==> src/rtl/cordic_pkg.sv <==
// rtl/cordic_pkg.sv - shared constants and types for the CORDIC stream front-end
package cordic_pkg;

  localparam int   DEFAULT_W = 16;
  localparam logic MODE_ROT  = 1'b0;
  localparam logic MODE_VEC  = 1'b1;

  typedef enum logic [2:0] {
    S_MODE,
    S_X,
    S_Y,
    S_Z,
    S_ISSUE
  } parse_state_t;

  typedef struct packed {
    logic [DEFAULT_W-1:0] res1;
    logic [DEFAULT_W-1:0] res2;
  } res_pair_t;

endpackage

==> src/rtl/cordic_stream_frontend_if.sv <==
// rtl/cordic_stream_frontend_if.sv - valid/ready word stream used on both sides of the front-end
interface cordic_stream_frontend_if #(
  parameter int W = cordic_pkg::DEFAULT_W
);
  logic         valid;
  logic         ready;
  logic [W-1:0] data;
  logic         last;

  modport master (output valid, data, last, input ready);
  // The command input has no framing, so the consumer side never looks at last.
  modport slave  (input valid, data, output ready);
endinterface

==> src/rtl/cordic_result_fifo.sv <==
// rtl/cordic_result_fifo.sv - result-pair FIFO, first-word fall-through, modulo-DEPTH pointers
module cordic_result_fifo #(
  parameter int W     = 16,
  parameter int DEPTH = 4
) (
  input  logic           i_clk,
  input  logic           i_reset,
  input  logic           i_push,
  input  logic [2*W-1:0] i_push_data,
  input  logic           i_pop,
  output logic [2*W-1:0] o_head,
  output logic           o_full,
  output logic           o_empty
);
  localparam int PW = $clog2(DEPTH);
  localparam int CW = $clog2(DEPTH + 1);

  logic [2*W-1:0] r_mem [DEPTH];
  logic [PW-1:0]  r_wr_ptr;
  logic [PW-1:0]  r_rd_ptr;
  logic [CW-1:0]  r_count;
  logic           w_do_pop;

  assign o_full   = (r_count == CW'(DEPTH));
  assign o_empty  = (r_count == '0);
  assign o_head   = r_mem[r_rd_ptr];
  assign w_do_pop = i_pop && !o_empty;

  always_ff @(posedge i_clk) begin
    if (i_push) begin
      r_mem[r_wr_ptr] <= i_push_data;
    end
  end

  always_ff @(posedge i_clk) begin
    if (i_reset) begin
      r_wr_ptr <= '0;
      r_rd_ptr <= '0;
      r_count  <= '0;
    end else begin
      if (i_push) begin
        r_wr_ptr <= r_wr_ptr + PW'(1);
      end
      if (w_do_pop) begin
        r_rd_ptr <= r_rd_ptr + PW'(1);
      end
      case ({i_push, w_do_pop})
        2'b10:   r_count <= r_count + CW'(1);
        2'b01:   r_count <= r_count - CW'(1);
        default: r_count <= r_count;
      endcase
    end
  end

  // Credit accounting upstream should make this unreachable.
  assert property (@(posedge i_clk) disable iff (i_reset) !(i_push && o_full && !i_pop));

endmodule

==> src/rtl/cordic_stream_frontend.sv <==
// rtl/cordic_stream_frontend.sv - parses mode/x/y[/z] words into CORDIC issues and
// serializes the fixed-latency result pairs back out as res1, res2
module cordic_stream_frontend
  import cordic_pkg::*;
#(
  parameter int W     = DEFAULT_W,
  parameter int LAT   = 16,
  parameter int DEPTH = 4
) (
  input  logic                    i_clk,
  input  logic                    i_reset,
  cordic_stream_frontend_if.slave  i_in,
  cordic_stream_frontend_if.master o_out,
  output logic                    o_cmd_valid,
  output logic                    o_cmd_mode,
  output logic [W-1:0]            o_cmd_x,
  output logic [W-1:0]            o_cmd_y,
  output logic [W-1:0]            o_cmd_z,
  input  logic [W-1:0]            i_cordic_res1,
  input  logic [W-1:0]            i_cordic_res2
);
  localparam int CW = $clog2(DEPTH + 1);

  parse_state_t   r_state;
  logic           r_mode;
  logic [W-1:0]   r_x;
  logic [W-1:0]   r_y;
  logic [W-1:0]   r_z;
  logic [CW-1:0]  r_credits;
  logic [LAT-1:0] r_inflight;
  logic           r_phase;

  logic           w_in_fire;
  logic           w_issue;
  logic           w_out_valid;
  logic           w_out_fire;
  logic           w_release;
  logic           w_full;
  logic           w_empty;
  logic [2*W-1:0] w_head;

  assign i_in.ready = (r_state != S_ISSUE) && !i_reset;
  assign w_in_fire  = i_in.valid && i_in.ready;
  // Credits cover both in-flight and buffered pairs, so an issue always has a FIFO slot.
  assign w_issue    = (r_state == S_ISSUE) && (r_credits < CW'(DEPTH));

  always_ff @(posedge i_clk) begin
    if (i_reset) begin
      r_state     <= S_MODE;
      r_mode      <= MODE_ROT;
      r_x         <= '0;
      r_y         <= '0;
      r_z         <= '0;
      o_cmd_valid <= 1'b0;
      o_cmd_mode  <= MODE_ROT;
      o_cmd_x     <= '0;
      o_cmd_y     <= '0;
      o_cmd_z     <= '0;
    end else begin
      o_cmd_valid <= 1'b0;
      case (r_state)
        S_MODE: if (w_in_fire) begin
          r_mode  <= i_in.data[0];
          r_state <= S_X;
        end
        S_X: if (w_in_fire) begin
          r_x     <= i_in.data;
          r_state <= S_Y;
        end
        S_Y: if (w_in_fire) begin
          r_y     <= i_in.data;
          r_state <= (r_mode == MODE_ROT) ? S_Z : S_ISSUE;
        end
        S_Z: if (w_in_fire) begin
          r_z     <= i_in.data;
          r_state <= S_ISSUE;
        end
        S_ISSUE: if (w_issue) begin
          o_cmd_valid <= 1'b1;
          o_cmd_mode  <= r_mode;
          o_cmd_x     <= r_x;
          o_cmd_y     <= r_y;
          o_cmd_z     <= (r_mode == MODE_VEC) ? '0 : r_z;
          r_state     <= S_MODE;
        end
        default: r_state <= S_MODE;
      endcase
    end
  end

  assign w_out_valid = !w_empty;
  assign w_out_fire  = w_out_valid && o_out.ready;
  assign w_release   = w_out_fire && r_phase;

  always_ff @(posedge i_clk) begin
    if (i_reset) begin
      r_inflight <= '0;
      r_credits  <= '0;
      r_phase    <= 1'b0;
    end else begin
      r_inflight <= (r_inflight << 1) | LAT'(o_cmd_valid);
      case ({w_issue, w_release})
        2'b10:   r_credits <= r_credits + CW'(1);
        2'b01:   r_credits <= r_credits - CW'(1);
        default: r_credits <= r_credits;
      endcase
      if (w_out_fire) begin
        r_phase <= !r_phase;
      end
    end
  end

  // The head pair stays in the FIFO until its res2 word is taken, so stalls hold naturally.
  cordic_result_fifo #(
    .W     (W),
    .DEPTH (DEPTH)
  ) u_result_fifo (
    .i_clk       (i_clk),
    .i_reset     (i_reset),
    .i_push      (r_inflight[LAT-1]),
    .i_push_data ({i_cordic_res1, i_cordic_res2}),
    .i_pop       (w_release),
    .o_head      (w_head),
    .o_full      (w_full),
    .o_empty     (w_empty)
  );

  assign o_out.valid = w_out_valid;
  assign o_out.data  = w_empty ? '0 : (r_phase ? w_head[W-1:0] : w_head[2*W-1:W]);
  assign o_out.last  = w_out_valid && r_phase;

endmodule

==> src/flat_wrapper.sv <==
// flat-port wrapper written by rule: the top's interface ports become plain ports
module cordic_stream_frontend_flat import cordic_pkg::*;
#(
  parameter int W     = DEFAULT_W,
  parameter int LAT   = 16,
  parameter int DEPTH = 4
)
  (i_clk, i_reset, o_cmd_valid, o_cmd_mode, o_cmd_x, o_cmd_y, o_cmd_z, i_cordic_res1, i_cordic_res2, i_in_valid, i_in_data, i_in_ready, o_out_valid, o_out_data, o_out_last, o_out_ready);
  cordic_stream_frontend_if #(.W(W)) i_in_i ();
  cordic_stream_frontend_if #(.W(W)) o_out_i ();
  input  logic i_clk;
  input  logic i_reset;
  output logic o_cmd_valid;
  output logic o_cmd_mode;
  output logic [W-1:0] o_cmd_x;
  output logic [W-1:0] o_cmd_y;
  output logic [W-1:0] o_cmd_z;
  input  logic [W-1:0] i_cordic_res1;
  input  logic [W-1:0] i_cordic_res2;
  input wire logic [$bits(i_in_i.valid)-1:0] i_in_valid;
  input wire logic [$bits(i_in_i.data)-1:0] i_in_data;
  output wire logic [$bits(i_in_i.ready)-1:0] i_in_ready;
  output wire logic [$bits(o_out_i.valid)-1:0] o_out_valid;
  output wire logic [$bits(o_out_i.data)-1:0] o_out_data;
  output wire logic [$bits(o_out_i.last)-1:0] o_out_last;
  input wire logic [$bits(o_out_i.ready)-1:0] o_out_ready;
  assign i_in_i.valid = i_in_valid;
  assign i_in_i.data = i_in_data;
  assign i_in_ready = i_in_i.ready;
  assign o_out_valid = o_out_i.valid;
  assign o_out_data = o_out_i.data;
  assign o_out_last = o_out_i.last;
  assign o_out_i.ready = o_out_ready;
  cordic_stream_frontend #(.W(W), .LAT(LAT), .DEPTH(DEPTH)) u_core (.i_clk(i_clk), .i_reset(i_reset), .i_in(i_in_i), .o_out(o_out_i), .o_cmd_valid(o_cmd_valid), .o_cmd_mode(o_cmd_mode), .o_cmd_x(o_cmd_x), .o_cmd_y(o_cmd_y), .o_cmd_z(o_cmd_z), .i_cordic_res1(i_cordic_res1), .i_cordic_res2(i_cordic_res2));
endmodule
==> config.mk <==
export PLATFORM = sky130hd
export DESIGN_NAME = cordic_stream_frontend_flat
export DESIGN_NICKNAME = d
export VERILOG_FILES = /design/src/rtl/cordic_pkg.sv /design/src/rtl/cordic_stream_frontend_if.sv /design/src/rtl/cordic_result_fifo.sv /design/src/rtl/cordic_stream_frontend.sv /design/src/flat_wrapper.sv
export SDC_FILE = /design/constraint.sdc
export NUM_CORES = 1
export LEC_CHECK = 0
export ABC_AREA = 1
export CORE_UTILIZATION = 50
export DETAILED_ROUTE_END_ITERATION = 12
export GPL_ROUTABILITY_DRIVEN = 1
export GPL_TIMING_DRIVEN = 0
export HOLD_SLACK_MARGIN = 0.05
export PLACE_DENSITY = 0.87
export SYNTH_ARGS = -nofsm -noshare
export SYNTH_HDL_FRONTEND = slang
export SYNTH_HIERARCHICAL = 1
export SYNTH_SLANG_ARGS = --single-unit
export TNS_END_PERCENT = 5
==> constraint.sdc <==
create_clock -name i_clk -period 2.2 [get_ports i_clk]
set_clock_uncertainty 0.1 [all_clocks]
set_input_delay 0.44 -clock i_clk [delete_from_list [all_inputs] [get_ports i_clk]]
set_output_delay 0.44 -clock i_clk [all_outputs]
set_load 0.005 [all_outputs]
# Word level (Yosys, flattened, before mapping)
# Memories as Yosys holds them, arrays and structs flattened. A register that Yosys moved wholly into a read port is not among the register bits.
# Index checks and enable logic that the tools add are counted.
dict set report classes {
  add_sub_neg 6
  mul 0
  n_div 0
  n_lt_le_gt_ge 1
  n_eq_ne 14
  shifts 0
  mux 17
  n_bitwise 2
  n_reduce_logical 21
}
# op n
set ops {}
lappend ops {{$mux 16} 3}
lappend ops {{$mux 3} 6}
lappend ops {{$or 16x1->16} 1}
lappend ops {{$pmux 3 s5} 1}
lappend ops {{$pmux 3 s2} 2}
lappend ops {{$ne 2x1->1 const B} 5}
lappend ops {{$reduce_and 2->1} 5}
lappend ops {{$logic_and 1x1->1} 7}
lappend ops {{$add 3x1->3 const B} 2}
lappend ops {{$eq 3x2->1 const B} 2}
lappend ops {{$logic_not 3->1} 2}
lappend ops {{$sub 3x1->3 const B} 2}
lappend ops {{$reduce_and 5->1} 1}
lappend ops {{$add 2x1->2 const B} 2}
lappend ops {{$eq 2x1->1 const B} 2}
lappend ops {{$eq 2x2->1 const B} 2}
lappend ops {{$mux 2} 2}
lappend ops {{$reduce_bool 2->1} 2}
lappend ops {{$eq 3x1->1 const B} 1}
lappend ops {{$eq 3x3->1 const B} 1}
lappend ops {{$logic_not 1->1} 3}
lappend ops {{$lt 3x3->1 const B} 1}
lappend ops {{$mux 1} 3}
lappend ops {{$ne 3x3->1 const B} 1}
lappend ops {{other kinds (2)} 2}
dict set report totals {
  regBits 129
  latchBits 0
  mem_bits_rw 128
  rom_bits 0
  in_bits 52
  output_inout_bits 69
  wordCells 78
  memories 1
}
# memory depth width rd rd_clocked_by_memory_dff write_ports line_no
set memory_table {}
lappend memory_table {u_core.u_result_fifo.r_mem 4 32 1 1 1 cordic_result_fifo.sv:18} ;# logic [2*W-1:0] r_mem [DEPTH];

# Logic depth before layout (Yosys ltp)
# Gate-level depths: netlist (run 1).
dict set report logic_depth {
  ltp_word 7
  mapped_depth 17
  ltp_nobuf 17
}

# By module
# The synthesis (run 1) kept the hierarchy.
# mod n_inst cells_per_inst area_each_um2 seq_area_each_um2
set by_module_without_submodules {}
lappend by_module_without_submodules {cordic_result_fifo 1 376 5251.3 4023.9}
lappend by_module_without_submodules {cordic_stream_frontend 1 628 4653.2 2442.3}

# Worst setup path before layout (run 1)
# No wires, ideal clock.
dict set report synth_path {
  path_kind {flip-flop to flip-flop}
  start {register u_core.r_phase}
  end {register u_core.u_result_fifo.r_count[2]}
  setup_ns 0.113
  arrival_time_ns 1.996
  required_time_ns 1.987
  slack_ns -0.009
  stages_incl_launch_ff 15
  path_buffers 1
  synth_period_minus_slack_ns 2.209
  cell_sequence {dfxtp_1 clkbuf_1 clkinv_1 nor2_1 nand2_1 inv_1 ha_1 inv_1 fa_1 inv_1 nand2_1 nand3_1 nand2_1 nand2_1 nor2_1}
}
dict set report synth_via {
  elab_chain_cells 4
}
# item line_no
set synth_lines {}
lappend synth_lines {{start, declared} cordic_stream_frontend.sv:31} ;# logic r_phase;
lappend synth_lines {{start signal, assigned} cordic_stream_frontend.sv:108} ;# r_phase <= !r_phase;
lappend synth_lines {{$logic_and 1x1->1 *} cordic_stream_frontend.sv:93} ;# assign w_release = w_out_fire && r_phase;
lappend synth_lines {{via u_core.w_release} cordic_stream_frontend.sv:37} ;# logic w_release;
lappend synth_lines {{$logic_and 1x1->1 *} cordic_result_fifo.sv:27} ;# assign w_do_pop = i_pop && !o_empty;
lappend synth_lines {{via u_core.u_result_fifo.w_do_pop} cordic_result_fifo.sv:22} ;# logic w_do_pop;
lappend synth_lines {{$eq 2x1->1 / $eq 2x2->1 (equally long branches)} cordic_result_fifo.sv:47} ;# case ({i_push, w_do_pop})
lappend synth_lines {{$pmux 3 s2 / $reduce_bool 2->1 (equally long branches)} -}
lappend synth_lines {{end signal, assigned} cordic_result_fifo.sv:48} ;# 2'b10: r_count <= r_count + CW'(1);
lappend synth_lines {{end signal, assigned} cordic_result_fifo.sv:49} ;# 2'b01: r_count <= r_count - CW'(1);
lappend synth_lines {{end signal, assigned} cordic_result_fifo.sv:50} ;# default: r_count <= r_count;
lappend synth_lines {{end, declared} cordic_result_fifo.sv:21} ;# logic [CW-1:0] r_count;
# Mark *: on every way through the listed nets, which the timed path passes. The rest lies on a longest branch.
# A chain may end at the register's enable or synchronous reset.

==> results of run 1 <==
[layer usage]
metal | track usage, % | up-vias
li1 | - | 3730
met3 | 5.30 | 103
met4 | 13.3 | 0
met5 | 0 | -
met2 | 46.2 | 539
met1 | 30.6 | 3871
[worst max path at each step]
stage | endpoint | slack [ps] | cells past startpoint
floorplan | u_core/r_credits[2]$_SDFFE_PP0P_ | 30 | 10
global placement | i_in_ready | -720 | 5
detailed placement | i_in_ready | -740 | 5
CTS | o_out_data[9] | -270 | 9
global route | o_out_data[12] | -420 | 9
finish | o_out_data[12] | -410 | 9
[state kept, by name, indices dropped and copies added, names as in the netlist, 2 cells and up, named ones only]
register,count
u_core/r_state,3
u_core/o_cmd_y,16
u_core/u_result_fifo/r_count,3
u_core/r_inflight,16
u_core/r_y,16
u_core/o_cmd_x,16
u_core/r_x,16
u_core/u_result_fifo/r_rd_ptr,2
u_core/r_credits,3
u_core/u_result_fifo/r_wr_ptr,2
u_core/r_z,16
u_core/o_cmd_z,16
u_core/u_result_fifo/r_mem,128
[placed cells by master (no fill, tap or decap), types with 35 or more instances in the layout]
cell type	n
a21oi_1	60
clkdlybuf4s50_1	101
dfxtp_1	125
edfxtp_1	128
inv_1	59
nand2_1	134
nor2_1	169
nor3_1	37
o21ai_0	67
o21ai_1	35
[area by class of cell]
cell class,instances,area share [%]
antenna,1,0.0193
buffer,59,3.37
clock buffer,44,6.49
clock inverter,4,0.540
inverter,70,2.30
multi-input combinational,614,23.8
sequential,259,49.9
tap,265,2.56
timing repair buffer,140,10.9
timing repair inverter,1,0.125
[power by group]
part | leakage (nW) | switching, mW | internal, mW | total [mW]
clock network | 0.451 | 1.82 | 2.83 | 4.65
registers | 2.21 | 0.0196 | 5.08 | 5.10
logic | 2.08 | 0.194 | 0.131 | 0.325
[stage by stage]
stage               setup WS (ps)  instances  setup TNS [ps]
finish                       -406       1457           -4710
detailed placement           -741       1388          -29030
CTS                          -271       1453           -3770
floorplan                    26.4       1003               0
global placement             -716       1388          -25690
global route                 -419       1457           -5490
[repair_timing]
item / 4_1_cts / 5_1_grt
gates cloned: 3 / 0
resized for setup: 185 / 31
buffers inserted: 15 / 0
setup endpoints to repair: 44 / 22
pin swaps: 59 / 19
[worst min-delay path: cells and delay by family (launching register included)]
kind	cells	cell delay, ps
DFF	1	300
buffers and inverters	1	40
and+or+nand+nor	1	30
==> flow_metrics.py, run 1 <==
metrics = {
    "layout": {
        "nNetsFinal": 1231,
        "drive_above_1_share_pct": 15.5,
        "final_area_um2": 13000,
        "syn_to_final_growth_pct": 31.1,
        "multi_input_area_um2": 3090,
        "seq_area_um2": 6480,
        "postLayoutCoreUtil_pct": 66.7,
        "num-fill-cells": 1347,
    },
    "power_and_ir_drop": {
        "p_leak_nw": 4.74,
        "power_mw": 10.1,
        "power_density_nw_per_um2": 776,
        "ir_drop_mv": 0.728,
    },
    "critical_path": {
        "crit_family": "buffers and inverters",
        "crit_path_frequent_cell": "buf_12",
        "cp.buffers_inverters": 5,
        "rrSetupSlack_ps": -60,
        "max_stage_delay_ps": 370,
        "critical-path-slowest-cell": "dfxtp_4",
        "critPathCaptureType": "output port",
        "critical_path.startpoint_type": "flop",
        "critical_path_arrival_ps": 2070,
        "reg2reg_depth": 17,
        "rr_startpoint": "u_core/u_result_fifo/r_count[0]$_SDFFE_PP0P_",
        "cp_max_fo": 8,
        "path_cells": "buf_12, inv_16, buf_12, buf_4, o21ai_2, o22ai_2, o21ai_1, nor2_1, buf_2",
        "crit_type": "reg2out",
        "worstReg2RegEnd": "u_core/u_result_fifo/r_count[2]$_SDFFE_PP0P_",
        "required_ps": 1660,
    },
    "grt": {
        "grt_max_degree": 33,
        "grt.overflow.total": 0,
        "grt.total_usage_pct": 26.4,
        "grt_first_pass_wirelength_mm": 40.8,
        "antenna_found_initial": 1,
        "first_global_vias": 7982,
    },
    "clock_network": {
        "clk_pin_slew_ps": 60,
        "numCtsBuffers": 26,
        "numClockSinks": 259,
        "clockRootBuffer": "clkbuf_16",
        "worstSkewPairLatency_ps": 520,
        "hold_buffers": 0,
        "clockBufferDepth": 3,
        "h-tree-depth": 1,
        "cts_tree": "done",
    },
    "floorplan": {
        "initial_core_util_pct": 50.9,
        "fp.dieH_um": 143,
        "ioPinCount": 121,
        "core_area_um2": 19500,
        "die_area_um2": 20400,
        "rows": 51,
        "die_x_um": 143,
    },
    "worst_hold_path": {
        "hold_start": "u_core/r_inflight[9]$_SDFF_PP0_",
        "holdPathEnd": "u_core/r_inflight[10]$_SDFF_PP0_",
        "holdCritPathClass": "reg2reg",
        "min_path_cells": 2,
    },
    "sta": {
        "fin_crit_ps": 2610,
        "max_freq_mhz": 384,
        "worst_pin_slew_ps": 819,
        "post-route-period-util_pct": 118,
        "slew_headroom_pct": 45.3,
        "hold_violations": 0,
        "hold_slack_ps": 300,
        "rsz0062_at_grt": "true",
        "finalSetupViolCount": 17,
        "setup_slack_ps": -406,
        "finalMaxSlewViolations": 0,
    },
    "routing": {
        "wl_met3_mm": 2.86,
        "vias": 8243,
        "drtIter0Drc": 992,
        "met1_length_mm": 9.98,
        "vias_per_cell": 5.66,
        "wl_met2_mm": 13.6,
        "drtAntennaViolNets": 0,
        "wirelength_mm": 27.6,
        "topRoutingLayerUsed": "met4",
        "route.detailed.drc": 0,
        "first_pass_iters": 7,
        "wire_per_inst_um": 19.0,
    },
    "run_status": {
        "violations": "negative setup slack",
        "outcome": "finished with violations",
    },
    "logic_synthesis": {
        "synthCells": 1003,
        "avgSynthCellArea_um2": 9.87,
        "syn-num-nets": 1063,
        "synth-warning-count": 6,
        "netlist_area_um2": 9900,
    },
    "place": {
        "placed_cell_area_um2": 11400,
        "dpl.hpwl_mm": 15.9,
        "io_buffers": 120,
        "gp_congestion": 0.934,
    },
    "job": {
        "timing.max_cap.violations": 0,
    },
}
Power figures use the tool's default switching activity.
==> run 2: changes to the inputs <==
--- a/config.mk
+++ b/config.mk
@@ -8,7 +8,7 @@
 export ABC_AREA = 1
 export CORE_UTILIZATION = 50
 export DETAILED_ROUTE_END_ITERATION = 12
-export GPL_ROUTABILITY_DRIVEN = 1
+export GPL_ROUTABILITY_DRIVEN = 0
 export GPL_TIMING_DRIVEN = 0
 export HOLD_SLACK_MARGIN = 0.05
 export PLACE_DENSITY = 0.87
==> results of run 2 <==
No change in the layout: final DEF, timing and power equal those of run 1.
